--- src/rtl/tea_cipher_engine.sv ---
// Iterative TEA block cipher engine with valid/ready handshakes on both sides.
// Computes ROUNDS_PER_CYCLE TEA cycles per clock, ROUNDS TEA cycles per block.
module tea_cipher_engine #(
  parameter int          ROUNDS           = 32,
  parameter int          ROUNDS_PER_CYCLE = 1,
  parameter logic [31:0] DELTA            = 32'h9E3779B9
) (
  input  logic         clk,
  input  logic         reset,
  input  logic         in_valid,
  output logic         in_ready,
  input  logic         in_mode,
  input  logic [63:0]  in_data,
  input  logic [127:0] in_key,
  output logic         out_valid,
  input  logic         out_ready,
  output logic [63:0]  out_data,
  output logic         out_mode,
  output logic         busy
);

  localparam int N     = ROUNDS / ROUNDS_PER_CYCLE;
  localparam int CNT_W = (N > 1) ? $clog2(N) : 1;
  localparam logic [CNT_W-1:0] LAST_CNT = CNT_W'(N - 1);
  // Decryption walks the key schedule backwards from the final encrypt sum.
  localparam logic [31:0] DEC_SUM_INIT = 32'(64'(DELTA) * 64'(ROUNDS));

  if (ROUNDS < 1) begin : g_bad_rounds
    $error("tea_cipher_engine: ROUNDS must be >= 1");
  end
  if (ROUNDS_PER_CYCLE < 1 || (ROUNDS % ROUNDS_PER_CYCLE) != 0) begin : g_bad_unroll
    $error("tea_cipher_engine: ROUNDS_PER_CYCLE must divide ROUNDS exactly");
  end

  typedef enum logic [1:0] {
    IDLE = 2'd0,
    RUN  = 2'd1,
    DONE = 2'd2
  } state_e;

  state_e           state_q, state_d;
  logic [CNT_W-1:0] cnt_q, cnt_d;
  logic [31:0]      v0_q, v0_d;
  logic [31:0]      v1_q, v1_d;
  logic [31:0]      sum_q, sum_d;
  logic [127:0]     key_q, key_d;
  logic             mode_q, mode_d;
  logic [63:0]      out_data_q, out_data_d;
  logic             out_mode_q, out_mode_d;

  logic [31:0] k0, k1, k2, k3;
  logic [31:0] rv0, rv1, rsum;

  assign k0 = key_q[127:96];
  assign k1 = key_q[95:64];
  assign k2 = key_q[63:32];
  assign k3 = key_q[31:0];

  function automatic logic [31:0] tea_mix(
    input logic [31:0] v,
    input logic [31:0] s,
    input logic [31:0] ka,
    input logic [31:0] kb
  );
    return ((v << 4) + ka) ^ (v + s) ^ ((v >> 5) + kb);
  endfunction

  // Chain of ROUNDS_PER_CYCLE TEA cycles starting from the registered state.
  always_comb begin
    rv0  = v0_q;
    rv1  = v1_q;
    rsum = sum_q;
    for (int i = 0; i < ROUNDS_PER_CYCLE; i++) begin
      if (!mode_q) begin
        rsum = rsum + DELTA;
        rv0  = rv0 + tea_mix(rv1, rsum, k0, k1);
        rv1  = rv1 + tea_mix(rv0, rsum, k2, k3);
      end else begin
        rv1  = rv1 - tea_mix(rv0, rsum, k2, k3);
        rv0  = rv0 - tea_mix(rv1, rsum, k0, k1);
        rsum = rsum - DELTA;
      end
    end
  end

  always_ff @(posedge clk) begin
    if (reset) begin
      state_q    <= IDLE;
      cnt_q      <= '0;
      v0_q       <= '0;
      v1_q       <= '0;
      sum_q      <= '0;
      key_q      <= '0;
      mode_q     <= 1'b0;
      out_data_q <= '0;
      out_mode_q <= 1'b0;
    end else begin
      state_q    <= state_d;
      cnt_q      <= cnt_d;
      v0_q       <= v0_d;
      v1_q       <= v1_d;
      sum_q      <= sum_d;
      key_q      <= key_d;
      mode_q     <= mode_d;
      out_data_q <= out_data_d;
      out_mode_q <= out_mode_d;
    end
  end

  always_comb begin
    state_d = state_q;
    unique case (state_q)
      IDLE:    if (in_valid) state_d = RUN;
      RUN:     if (cnt_q == LAST_CNT) state_d = DONE;
      DONE:    if (out_ready) state_d = IDLE;
      default: state_d = IDLE;
    endcase
  end

  // Inputs are only captured on accept; result registers only load on the last round.
  always_comb begin
    cnt_d      = cnt_q;
    v0_d       = v0_q;
    v1_d       = v1_q;
    sum_d      = sum_q;
    key_d      = key_q;
    mode_d     = mode_q;
    out_data_d = out_data_q;
    out_mode_d = out_mode_q;
    unique case (state_q)
      IDLE: begin
        if (in_valid) begin
          v0_d   = in_data[63:32];
          v1_d   = in_data[31:0];
          key_d  = in_key;
          mode_d = in_mode;
          cnt_d  = '0;
          sum_d  = in_mode ? DEC_SUM_INIT : 32'd0;
        end
      end
      RUN: begin
        v0_d  = rv0;
        v1_d  = rv1;
        sum_d = rsum;
        cnt_d = cnt_q + 1'b1;
        if (cnt_q == LAST_CNT) begin
          out_data_d = {rv0, rv1};
          out_mode_d = mode_q;
        end
      end
      default: ;
    endcase
  end

  always_comb begin
    in_ready  = (state_q == IDLE);
    out_valid = (state_q == DONE);
    busy      = (state_q != IDLE);
    out_data  = out_data_q;
    out_mode  = out_mode_q;
  end

endmodule

--- config.mk ---
export PLATFORM = sky130hd
export DESIGN_NAME = tea_cipher_engine
export DESIGN_NICKNAME = d
export VERILOG_FILES = /design/src/rtl/tea_cipher_engine.sv
export SDC_FILE = /design/constraint.sdc
export NUM_CORES = 2
export LEC_CHECK = 0
export CORE_ASPECT_RATIO = 2
export CORE_UTILIZATION = 25
export CTS_CLUSTER_DIAMETER = 120
export CTS_CLUSTER_SIZE = 10
export DETAILED_ROUTE_END_ITERATION = 8
export GPL_TIMING_DRIVEN = 0
export HOLD_SLACK_MARGIN = 0.08
export PLACE_DENSITY = 0.44
export SLEW_MARGIN = 20
export SYNTH_ARGS = -nofsm -noshare
export SYNTH_HDL_FRONTEND = slang
export SYNTH_SLANG_ARGS = --single-unit
export TNS_END_PERCENT = 5
--- constraint.sdc ---
create_clock -name clk -period 9.4 [get_ports clk]
set_input_delay 1.88 -clock clk [delete_from_list [all_inputs] [get_ports clk]]
set_output_delay 1.88 -clock clk [all_outputs]
set_load 0.01 [all_outputs]
**Word-level counts from Yosys, hierarchy flattened**

Index checks and enable logic that the tools add are counted.

- Bits in registers: 297
- Word-level logic and storage cells: 65
- Bits of input ports: 197

- Add/sub/neg operators: 19
- Equal/unequal tests: 6
- Bitwise gates (word level): 8
- Muxes and demuxes: 16
- Reductions and logical operators: 7

Operators with widths:

| kind | number |
|---|---|
| $add 32x32->32 | 10 |
| $xor 32x32->32 | 8 |
| $mux 32 | 7 |
| $pmux 32 s2 | 3 |
| $add 27x32->32 | 4 |
| $sub 32x32->32 | 2 |
| $add 32x32->32 const B | 1 |
| $sub 32x32->32 const B | 1 |
| $pmux 5 s2 | 1 |
| $mux 2 | 3 |
| $pmux 2 s3 | 1 |
| $reduce_and 2->1 | 3 |
| $add 5x1->5 const B | 1 |
| $eq 5x5->1 const B | 1 |
| $mux 5 | 1 |
| $ne 2x2->1 const B | 2 |
| $reduce_bool 2->1 | 2 |
| $reduce_and 3->1 | 1 |
| $eq 2x1->1 const B | 1 |
| $eq 2x2->1 const B | 1 |
| $logic_not 2->1 | 1 |
| $ne 2x1->1 const B | 1 |

**Longest topological paths before layout**

- Word-level depth: 11
- Gate-level depth with buffers: 50
- Depth with buffers taken out: 49

**Worst setup path before layout**

No wires, ideal clock.

- Kind: register -> register
- From: register sum_q[1]
- To: register v1_q[31]
- Cell stages (with the launch flop): 45
- Required time: 9,334 ps
- Path slack: -134 ps
- Arrival: 9,468 ps
- Cell sequence: dfxtp_1 ha_1 a2111o_1 a21o_1 o21ai_0 xnor2_1 ha_1 a21oi_1 o21ai_0 a21oi_1 nor2b_1 a21o_1 or4_1 a31o_2 a32o_1 a21boi_0 xnor2_1 ha_1 [... 9 more ...] a221oi_1 o21ai_0 a21o_1 a21o_1 nand3_1 xnor2_1 xnor2_1 ha_1 nor2b_1 o21ai_0 nand2b_1 a41o_1 xor2_1 xnor3_1 xnor3_1 mux2_2 o21ai_0 nor2b_1

- Longest elaborated chain between the ends: 11
- Elaborated cells between the ends (all ways): 17

Ends and longest elaborated chain:

| item | RTL line | text |
|---|---|---|
| from (decl) | 45 | `logic [31:0] sum_q, sum_d;` |
| from (signal assigned) | 102 | `sum_q <= sum_d;` |
| $add 32x32->32 | 75 | `rsum = rsum + DELTA;` |
| $add 32x32->32 | 65 | `return ((v << 4) + ka) ^ (v + s) ^ ((v >> 5) + kb);` |
| $xor 32x32->32 (2 in series) | 65 |  |
| $add 32x32->32 | 76 | `rv0 = rv0 + tea_mix(rv1, rsum, k0, k1);` |
| $add 32x32->32 | 65 |  |
| $xor 32x32->32 (2 in series) | 65 |  |
| $add 32x32->32 | 77 | `rv1 = rv1 + tea_mix(rv0, rsum, k2, k3);` |
| $mux 32 (*) | 74 | `if (!mode_q) begin` |
| $pmux 32 s2 (*) | 130 | `unique case (state_q)` |
| to (signal assigned) | 101 | `v1_q <= v1_d;` |
| to (decl) | 44 | `logic [31:0] v1_q, v1_d;` |

Every way passes the cells marked *; elsewhere a longest branch is shown, timed or not.
A chain may end at the register's enable or synchronous reset.

**Worst setup path after layout**

- From: register sum_q[0]
- To: register v1_q[31]

Same word-level chain as after synthesis.

==> results.toml <==
[timing]
fin_ws_ns = -0.963
rsz0062_at_grt = "yes"
post-route-min-period_ns = 10.36
fin_skew_ns = 0.0333
relSlewSlack_pct = 4.57
period_share_pct = 110
hold_violations = 0
max_freq_ghz = 0.0965
fin_worst_hold_slack_ns = 0.457
final_max_slew_viol_count = 0
setup_viol = 36
worst_pin_slew_ns = 1.43

[yosys]
ys_seq_elements = 297
syn-cell-area_mm2 = 0.0363
yosysWarnings = 0
synthesis.instances = 4771
synth.distinct_cells = 81
synth_mux_area_share_pct = 0.796
async_flop_share_pct = 0
yosysTopAreaCell = "ha_1"
synth_edf_count = 0
ys.flop_type = "dfxtp_1"
synthXorXnorAreaFrac_pct = 17.9
seq_area_frac_synth_pct = 16.4
synthAdderAreaFrac_pct = 17.6
syn_area_per_cell_um2 = 7.61
synth_top_family_by_area = "compound AO/OA/AOI/OAI gates"
synthSimpleGateAreaFrac_pct = 17.0
syn_nets = 5469
synth_top_area_share_pct = 16.7
netlist_top_cells_area = "ha_1, dfxtp_1, xnor2_1"
synth-compound-area-share_pct = 27.3

[grt]
grt_pass1_wl_mm = 290
grt_pass1_vias = 37600
antenna_found_initial = 3
grt-ovfl-total = 0
gr-usage-all-layers_pct = 28.4
grt_max_degree = 11

[setup_path]
slowest_stage = "xor2_4"
path_buf_inv = 6
path_delay_family = "compound AO/OA/AOI/OAI gates"
cp-end-kind = "register"
reg2reg_from = "sum_q[0]"
start_kind = "register"
cp_data_arrival_time_ns = 10.91
crit_fanout = 5
path_class = "reg -> reg"
max_stage_delay_ns = 0.54
startpoint = "sum_q[0]"
crit_required_ns = 9.94

[clocking]
cts-root-buf = "clkbuf_16"
htreeDepth = 2
cts.clk_slew.worst_paths_ns = 0.07
cts.sinks = 297
cts_max_path_buffers = 3
cts_tree = "yes"
clock_latency_ns = 0.63
hold_buffers = 0
cts_buffers = 35

[cells_and_area]
final_common_cell = "nand2_1"
fill_cells = 15500
nNetsFinal = 5950
drive_gt1_share_pct = 15.5
register_area_mm2 = 0.00599
layout_common_cells = "nand2_1, a21oi_1, xnor2_1"
syn2layout_area_growth_pct = 33.6
multi_input_area_mm2 = 0.0339
final_cell_area_mm2 = 0.0485

[floorplan]
rows = 197
core-area_mm2 = 0.144
die_h_um = 541
die_area_mm2 = 0.147
ios = 265
die_x_um = 271
initial_core_util_pct = 25.2

[placed_design]
gp_congestion = 1.01
placed_cell_area_mm2 = 0.0414
post-dp-hpwl_mm = 174
port_buffers = 263

[routing]
dr.pass1.iters = 6
post_drt_via_cell_ratio = 5.41
vias = 38700
route.detailed.drc = 0
drt_iter0_drc = 2600
post_drt_wl_per_cell_um = 30.0
ant_nets = 0
totalWireLength_mm = 214

[worst_hold_path]
hold_path_startpoint = "key_q[94]"
hp-class = "reg -> reg"

[status]
status = "finished with violations"
violations = "negative setup slack"

[flow_run]
maxCapViolCount = 0
-- synth_stat cells (8+ instances only) --
| cell type | n |
|---|---|
| xnor2_1 | 613 |
| a21oi_1 | 551 |
| nand2_1 | 507 |
| ha_1 | 485 |
| nor2_1 | 416 |
| dfxtp_1 | 297 |
| a21o_1 | 260 |
| o21ai_0 | 250 |
| clkbuf_1 | 132 |
| xor2_1 | 118 |
| inv_1 | 113 |
| nand3_1 | 77 |
| a211oi_1 | 74 |
| nor3_1 | 68 |
| nand2b_1 | 58 |
| nor2b_1 | 57 |
| o21a_1 | 55 |
| o21bai_1 | 53 |
| a221oi_1 | 52 |
| and3_1 | 45 |
| a22oi_1 | 38 |
| a31oi_1 | 36 |
| or3_1 | 32 |
| nand4_1 | 29 |
| and2_1 | 23 |
| mux2i_1 | 21 |
| buf_1 | 20 |
| o211ai_1 | 19 |
| o31ai_1 | 18 |
| a31o_2 | 16 |
| fa_1 | 16 |
| o22ai_1 | 15 |
| a211o_1 | 14 |
| or2_2 | 12 |
| a21boi_0 | 11 |
| a311oi_1 | 11 |
| and4_1 | 10 |
| nor3b_1 | 10 |
| a2111oi_0 | 9 |
| o2111ai_1 | 9 |
| nor4_1 | 8 |
| o31a_1 | 8 |
-- worst paths after layout --
path,endpoint,slack [ns],depth (start not counted)
setup reg to reg,v1_q[31],-0.96,47
hold / removal,key_q[94],0.46,2
setup / recovery,v1_q[31],-0.96,47
hold reg to reg,key_q[94],0.46,2
-- final cells by class --
cell class                 count  share of cell area, %
multi-input combinational   4197                   69.9
inverter                     114                  0.890
timing repair buffer         449                   8.61
sequential                   297                   12.3
antenna                        7                 0.0361
tap                         1890                   4.88
buffer                       158                   1.43
clock inverter                 1                 0.0103
clock buffer                  37                   1.91
-- metrics by stage --
| stage | util, % | worst slack (ns) | std cells | TNS (ns) |
|---|---|---|---|---|
| 2_1_floorplan | - | 0.0124 | 4771 | 0 |
| 3_3_place_gp | 28.7 | -4.40 | 6924 | -177.61 |
| 3_5_place_dp | 28.8 | -4.39 | 6925 | -168.35 |
| 4_1_cts | 32.6 | -0.648 | 7108 | -8.97 |
| 5_1_grt | 33.7 | -1.22 | 7144 | -20.06 |
| 6_report | 33.7 | -0.963 | 7150 | -8.87 |
-- sequential cells by signal, summed over array words and instances, names as in the netlist --
name      cells
cnt_q         5
v0_q         32
out_data     64
out_mode      1
key_q       128
mode_q        1
v1_q         32
sum_q        32
state_q       2
-- what timing repair did --
action	CTS	global route
hold endpoints to repair	0	0
pin swaps	191	135
gates cloned	0	0
setup buffers	151	35
setup endpoints to repair	90	74
gates resized for setup	535	226
-- tightest hold or removal path: cells and delay by family, from the launching register on --
kind | cells | cell delay, ns
DFF | 1 | 0.31
AOI/OAI and AO/OA | 1 | 0.05
and+or+nand+nor | 1 | 0.05
-- cell families after synthesis --
kind of cell             count (synthesis)
AND/OR/NAND/NOR                       1374
multiplexers                            28
buffers and inverters                  277
XOR/XNOR                               735
adder cells (fa/ha/maj)                501
AO/OA/AOI/OAI                         1559
flip-flops                             297
-- routing by layer --
metal | vias up | global-route usage [%] | share of wire [%]
met5 | - | 0 | 0
met4 | 0 | 33.3 | 14
met3 | 603 | 2.97 | 4.2
met2 | 1509 | 49.2 | 48
met1 | 18400 | 27.4 | 33
li1 | 18100 | - | -
Power is left out: the tool's default activity adds up to more than one toggle a clock period on the data nets, which glitch-free logic cannot reach.
